<file path="src/rtl/iob_cache_fe_arbiter.sv">
// iob_cache_fe_arbiter: round-robin arbiter sharing one iob_cache_axi
// front-end port among N_PORTS IOb-native masters.
//
// Ports:
//   clk_i, rst_i        clock, synchronous active-high reset
//   m_avalid_i          per-port request valid
//   m_addr_i            per-port word address (port k at k*ADDR_W)
//   m_wdata_i           per-port write data (port k at k*DATA_W)
//   m_wstrb_i           per-port strobe, all-zero means read
//   m_ready_o           per-port accept
//   m_rdata_o           read data, broadcast to every port
//   m_rvalid_o          per-port read-data valid
//   c_avalid_o, c_addr_o, c_wdata_o, c_wstrb_o   request to cache
//   c_rdata_i, c_rvalid_i, c_ready_i             response from cache
//   err_o               sticky flag: cache rvalid with no read pending
//
// Build option: define IOB_CACHE_FE_ARB_BURST_LOCK_EN to let the
// current winner keep priority for up to BURST_MAX back-to-back
// accepts. Without it, priority rotates after every accept.

module iob_cache_fe_arbiter #(
    parameter int N_PORTS         = 4,
    parameter int ADDR_W          = 30,
    parameter int DATA_W          = 32,
    parameter int RD_FIFO_DEPTH_W = 2,
    parameter int BURST_MAX       = 4,
    parameter int ID_W            = $clog2(N_PORTS)
) (
    input  logic                          clk_i,
    input  logic                          rst_i,
    input  logic [N_PORTS-1:0]            m_avalid_i,
    input  logic [N_PORTS*ADDR_W-1:0]     m_addr_i,
    input  logic [N_PORTS*DATA_W-1:0]     m_wdata_i,
    input  logic [N_PORTS*DATA_W/8-1:0]   m_wstrb_i,
    output logic [N_PORTS-1:0]            m_ready_o,
    output logic [DATA_W-1:0]             m_rdata_o,
    output logic [N_PORTS-1:0]            m_rvalid_o,
    output logic                          c_avalid_o,
    output logic [ADDR_W-1:0]             c_addr_o,
    output logic [DATA_W-1:0]             c_wdata_o,
    output logic [DATA_W/8-1:0]           c_wstrb_o,
    input  logic [DATA_W-1:0]             c_rdata_i,
    input  logic                          c_rvalid_i,
    input  logic                          c_ready_i,
    output logic                          err_o
);

    localparam int STRB_W = DATA_W / 8;
    localparam int DEPTH  = 1 << RD_FIFO_DEPTH_W;
    localparam int PTR_W  = RD_FIFO_DEPTH_W + 1;

    if ((N_PORTS < 2) || (N_PORTS > 16) ||
        (RD_FIFO_DEPTH_W < 1) || (BURST_MAX < 1)) begin : g_bad_cfg
        $error("iob_cache_fe_arbiter: illegal parameter set");
    end

    logic [ID_W-1:0]    rr_ptr;
    logic [ID_W-1:0]    rr_nxt;
    logic [ID_W-1:0]    win_id;
    logic [ID_W-1:0]    win_nxt;
    logic               win_found;
    logic [N_PORTS-1:0] is_wr;
    logic [N_PORTS-1:0] elig;
    logic               accept;
    logic               push;
    logic               pop;
    int unsigned        idx;

    // Outstanding-read ID FIFO. Pointers carry one wrap bit so that
    // full and empty are distinguishable without a counter.
    logic [PTR_W-1:0]   wr_ptr;
    logic [PTR_W-1:0]   rd_ptr;
    logic [ID_W-1:0]    id_mem [DEPTH];
    logic [ID_W-1:0]    head_id;
    logic               fifo_full;
    logic               fifo_empty;

    assign fifo_empty = (wr_ptr == rd_ptr);
    assign fifo_full  = (wr_ptr == {~rd_ptr[PTR_W-1], rd_ptr[PTR_W-2:0]});
    assign head_id    = id_mem[rd_ptr[PTR_W-2:0]];

    // A read is held back while the FIFO is full, even if the same
    // cycle frees a slot; this keeps eligibility off the rvalid path.
    always_comb begin
        for (int k = 0; k < N_PORTS; k++) begin
            is_wr[k] = |m_wstrb_i[k*STRB_W +: STRB_W];
            elig[k]  = m_avalid_i[k] & (is_wr[k] | ~fifo_full);
        end
    end

    always_comb begin
        win_found = 1'b0;
        win_id    = '0;
        idx       = 0;
        for (int i = 0; i < N_PORTS; i++) begin
            idx = int'(rr_ptr) + i;
            if (idx >= N_PORTS) idx -= N_PORTS;
            if (!win_found && elig[idx]) begin
                win_found = 1'b1;
                win_id    = ID_W'(idx);
            end
        end
    end

    assign win_nxt = (win_id == ID_W'(N_PORTS - 1)) ? '0 : win_id + 1'b1;

    assign accept = win_found & c_ready_i & ~rst_i;
    assign push   = accept & ~is_wr[win_id];
    assign pop    = c_rvalid_i & ~fifo_empty & ~rst_i;

    assign c_avalid_o = win_found & ~rst_i;
    assign c_addr_o   = m_addr_i[int'(win_id)*ADDR_W +: ADDR_W];
    assign c_wdata_o  = m_wdata_i[int'(win_id)*DATA_W +: DATA_W];
    assign c_wstrb_o  = m_wstrb_i[int'(win_id)*STRB_W +: STRB_W];
    assign m_rdata_o  = c_rdata_i;

    always_comb begin
        m_ready_o = '0;
        if (accept) m_ready_o[win_id] = 1'b1;
    end

    always_comb begin
        m_rvalid_o = '0;
        if (pop) m_rvalid_o[head_id] = 1'b1;
    end

`ifdef IOB_CACHE_FE_ARB_BURST_LOCK_EN
    localparam int CNT_W = $clog2(BURST_MAX + 1);

    // While burst_cnt is non-zero, rr_ptr points at the lock owner.
    logic [CNT_W-1:0] burst_cnt;
    logic [CNT_W-1:0] cnt_inc;
    logic [CNT_W-1:0] cnt_nxt;

    always_comb begin
        if ((burst_cnt != '0) && (win_id == rr_ptr))
            cnt_inc = burst_cnt + 1'b1;
        else
            cnt_inc = CNT_W'(1);
        rr_nxt  = rr_ptr;
        cnt_nxt = burst_cnt;
        if (accept) begin
            if (cnt_inc == CNT_W'(BURST_MAX)) begin
                rr_nxt  = win_nxt;
                cnt_nxt = '0;
            end else begin
                rr_nxt  = win_id;
                cnt_nxt = cnt_inc;
            end
        end else if ((burst_cnt != '0) && !elig[rr_ptr]) begin
            // Owner went away without an accept: hand priority on.
            rr_nxt  = (rr_ptr == ID_W'(N_PORTS - 1)) ? '0 : rr_ptr + 1'b1;
            cnt_nxt = '0;
        end
    end

    always_ff @(posedge clk_i) begin
        if (rst_i) burst_cnt <= '0;
        else       burst_cnt <= cnt_nxt;
    end
`else
    assign rr_nxt = accept ? win_nxt : rr_ptr;
`endif

    always_ff @(posedge clk_i) begin
        if (rst_i) begin
            rr_ptr <= '0;
            wr_ptr <= '0;
            rd_ptr <= '0;
            err_o  <= 1'b0;
        end else begin
            rr_ptr <= rr_nxt;
            if (push) wr_ptr <= wr_ptr + 1'b1;
            if (pop)  rd_ptr <= rd_ptr + 1'b1;
            if (c_rvalid_i && fifo_empty) err_o <= 1'b1;
        end
    end

    always_ff @(posedge clk_i) begin
        if (push) id_mem[wr_ptr[PTR_W-2:0]] <= win_id;
    end

endmodule
</file>
<file path="config.mk">
export PLATFORM = sky130hd
export DESIGN_NAME = iob_cache_fe_arbiter
export DESIGN_NICKNAME = d
export VERILOG_FILES = /design/src/rtl/iob_cache_fe_arbiter.sv
export SDC_FILE = /design/constraint.sdc
export NUM_CORES = 1
export LEC_CHECK = 0
export ABC_CLOCK_PERIOD_IN_PS = 2800
export BUFFER_PORTS_ARGS = -buffer_cell sky130_fd_sc_hd__buf_2
export CAP_MARGIN = 10
export CORE_AREA = 4 4 160 162
export CTS_CLUSTER_DIAMETER = 120
export DETAILED_ROUTE_END_ITERATION = 8
export DIE_AREA = 0 0 164 166
export GPL_ROUTABILITY_DRIVEN = 1
export PLACE_DENSITY = 0.41
export SLEW_MARGIN = 10
export SYNTH_ARGS = -nofsm -noshare
export SYNTH_HDL_FRONTEND = slang
export SYNTH_SLANG_ARGS = --single-unit
</file>
<file path="constraint.sdc">
create_clock -name clk_i -period 2.8 [get_ports clk_i]
set_input_delay 0.28 -clock clk_i [delete_from_list [all_inputs] [get_ports clk_i]]
set_output_delay 0.28 -clock clk_i [all_outputs]
set_load 0.01 [all_outputs]
</file>
==> out/metrics.yaml <==
synthesis:
  async_flop_share_pct: 0
  yosysMostFrequentCell: "nand2_1"
  synth_mux_area_share_pct: 3.49
  synthAdderAreaFrac_pct: 3.27
  synth_edf_count: 8
  synth_warnings: 0
  syn_nets: 894
  syn_avg_cell_area_sq_um: 5.92
  yosysTopAreaCellShare_pct: 29.6
  ys_seq_area_share_pct: 13.4
  synth-simple-area-share_pct: 47.3
  synthTopCellsByCount: "271 x nand2_1, 71 x and3_1, 67 x a31oi_1"
  synth_compound_area_share_pct: 17.3
  synth_top_family_by_area: "simple AND/OR/NAND/NOR gates"
  synth-xor-area-share_pct: 1.27
  synth_area_sq_mm: 0.00344
  synth-seq-cells: 19
  synth_cell_types: 41
  synth_ff_type: "dfxtp_1"
  synth.area.top_cells: "nand2_1 30%, and3_1 13%, a31oi_1 12%"
  yosysTopAreaCell: "nand2_1"
  synthCells: 581
run_status:
  violations: "setup timing"
  status: "finished with violations"
floorplan:
  die_area_sq_mm: 0.0272
  rows: 57
  die_y_microns: 166
  io_pins: 412
  coreArea_sq_mm: 0.0241
  initial_core_util_pct: 14.3
  dieWidth_microns: 164
timing:
  worstMarginPinSlew_ns: 0.602
  maxSlewViolCount: 0
  period_share_pct: 113
  max_freq_mhz: 316
  worst_clock_skew_ns: 0.00575
  final-hold-violation-count: 0
  slew_headroom_pct: 59.4
  setup_viol: 81
  min_period_ns: 3.17
  fin_tns_setup_ns: -21.28
  setup_slack_ns: -0.366
  grt_setup_unrepaired: "yes"
finish:
  fin_nets: 1286
  drive_above_1_share_pct: 68.5
  syn_to_final_growth_pct: 139
  fin_cells: 1297
worst_setup_path:
  cp-start-kind: "input port"
  required_ns: 2.52
  cp.arrival_ns: 2.89
  endpoint_kind: "output pin"
  rrSetupSlack_ns: -0.09
  r2r_cells: 11
  r2r_start: "rd_ptr[2]$_SDFFE_PP0P_"
  r2r-end: "wr_ptr[1]$_SDFFE_PP0P_"
  worst-path-max-fanout: 7
  worstSetupPathType: "input port to output pin"
pwr:
  peakVddDrop_mv: 0.206
  fin_total_pwr_mw: 3.19
  powerDensity_mw_per_mm2: 389
  leakage_nw: 3.94
global_route:
  grt_use_met2_pct: 29.6
  grtUsageMet3_pct: 3.38
  grt_max_degree: 34
  grt_pass1_vias: 5830
  grt_pass1_wl_mm: 34.0
  use_met1_pct: 19.0
  top_usage_layer: "met2"
  grt_usage_pct: 16.1
  antenna_found_initial: 3
  grt-ovfl-total: 0
detailed_routing:
  vias_per_cell: 4.40
  dr.pass1.iters: 4
  drtIter0Drc: 211
  drc: 0
  routedWlPerCell_microns: 19.2
  wirelength_mm: 24.9
  ant_nets: 0
  vias: 5712
cts:
  clock_path_buffers: 2
  hold_buffers: 0
  cts-root-buf: "clkbuf_16"
  clock_sinks: 19
  cts.clk_slew.worst_paths_ns: 0.05
  cts_tree: "yes"
  clk_latency_ns: 0.25
  htree_levels: 1
  cts_made_buffers: 3
placed_design:
  hpwl_mm: 16.0
  gp_congestion: 0.853
  io_buffers: 347
  place_ws_ns: -0.566
  post-place-cells: 1243
hold_path:
  hold_class: "input port to flop"
  min_to: "err_o$_SDFFE_PP0P_"
  worstHoldPathCells: 3
  hp-start: "c_rvalid_i"
run:
  drv_cap: 0
-- logic make-up after synthesis --
group	count (synthesis)
flops	19
mux	8
compound gates	86
fa+ha+maj	9
buf+inv	83
xor+xnor	5
simple gates	371
-- report_power, final --
group | switching, mW | total [mW] | internal [mW]
clock | 0.103 | 0.294 | 0.191
sequential | 0.00911 | 0.309 | 0.300
combinational | 1.23 | 2.59 | 1.36
-- worst max-delay path, stage by stage --
cell     delay [ns]
buf_6          0.09
or4_4          0.53
o41a_1         0.48
a22oi_2        0.19
and4_4         0.37
buf_12         0.17
buf_12         0.13
buf_16         0.14
nand2_2        0.05
and3_4         0.17
a31oi_4        0.15
buf_6          0.12
-- cell type report --
type	count	area [sq um]
diodes	1	2.50
clock buffers	3	75.1
clock inverters	1	5.00
fillers	2603	15900
inverters	7	36.3
multi-input cells	479	3650
flip-flops and latches	19	467
well taps	324	405
repair buffers	462	3560
repair inverters	1	8.76
-- what timing repair did --
action                     4_1_cts  5_1_grt
gates resized for setup        108      134
gates cloned                    20        8
buffers inserted                21        6
setup endpoints to repair       76       81
pin swaps                       20       49
-- cells in the final DEF (no fill, tap or decap), types with 5 or more instances in the layout --
cell type	n
nand3_1	5
nand2_1	217
buf_12	18
a31oi_4	18
buf_4	56
inv_1	5
nand2_4	16
a31oi_2	47
edfxtp_1	8
nand2_2	38
and3_1	22
dfxtp_2	5
dfxtp_1	6
ha_1	7
nor2_1	11
buf_8	5
buf_16	19
clkbuf_16	11
buf_2	324
and3_4	49
buf_6	32
-- routing by layer --
layer | up-vias | wire [microns]
met5 | - | 20
li1 | 2762 | -
met1 | 2630 | 9520
met4 | 4 | 645
met3 | 44 | 1850
met2 | 272 | 12800
-- worst max-delay path by stage --
stage | to | cells past startpoint | start | slack (ns)
6_report | c_addr_o[3] | 12 | m_wstrb_i[6] | -0.37
5_1_grt | c_addr_o[3] | 12 | m_wstrb_i[6] | -0.46
4_1_cts | c_wdata_o[26] | 12 | rd_ptr[2]$_SDFFE_PP0P_ | -0.33
3_5_place_dp | c_wstrb_o[0] | 10 | m_wstrb_i[5] | -0.57
3_3_place_gp | c_wstrb_o[0] | 10 | m_wstrb_i[5] | -0.54
2_1_floorplan | c_addr_o[0] | 9 | m_wstrb_i[5] | -0.02
-- per-stage QoR --
step                util [%]  instance area, sq um  hold WS (ns)
floorplan                  -                  3890         0.391
global placement        25.6                  6180         0.461
detailed placement      25.6                  6180         0.466
CTS                     30.8                  7430         0.338
global route            34.1                  8210         0.360
finish                  34.1                  8210         0.332
(Power assumes the default switching activity.)
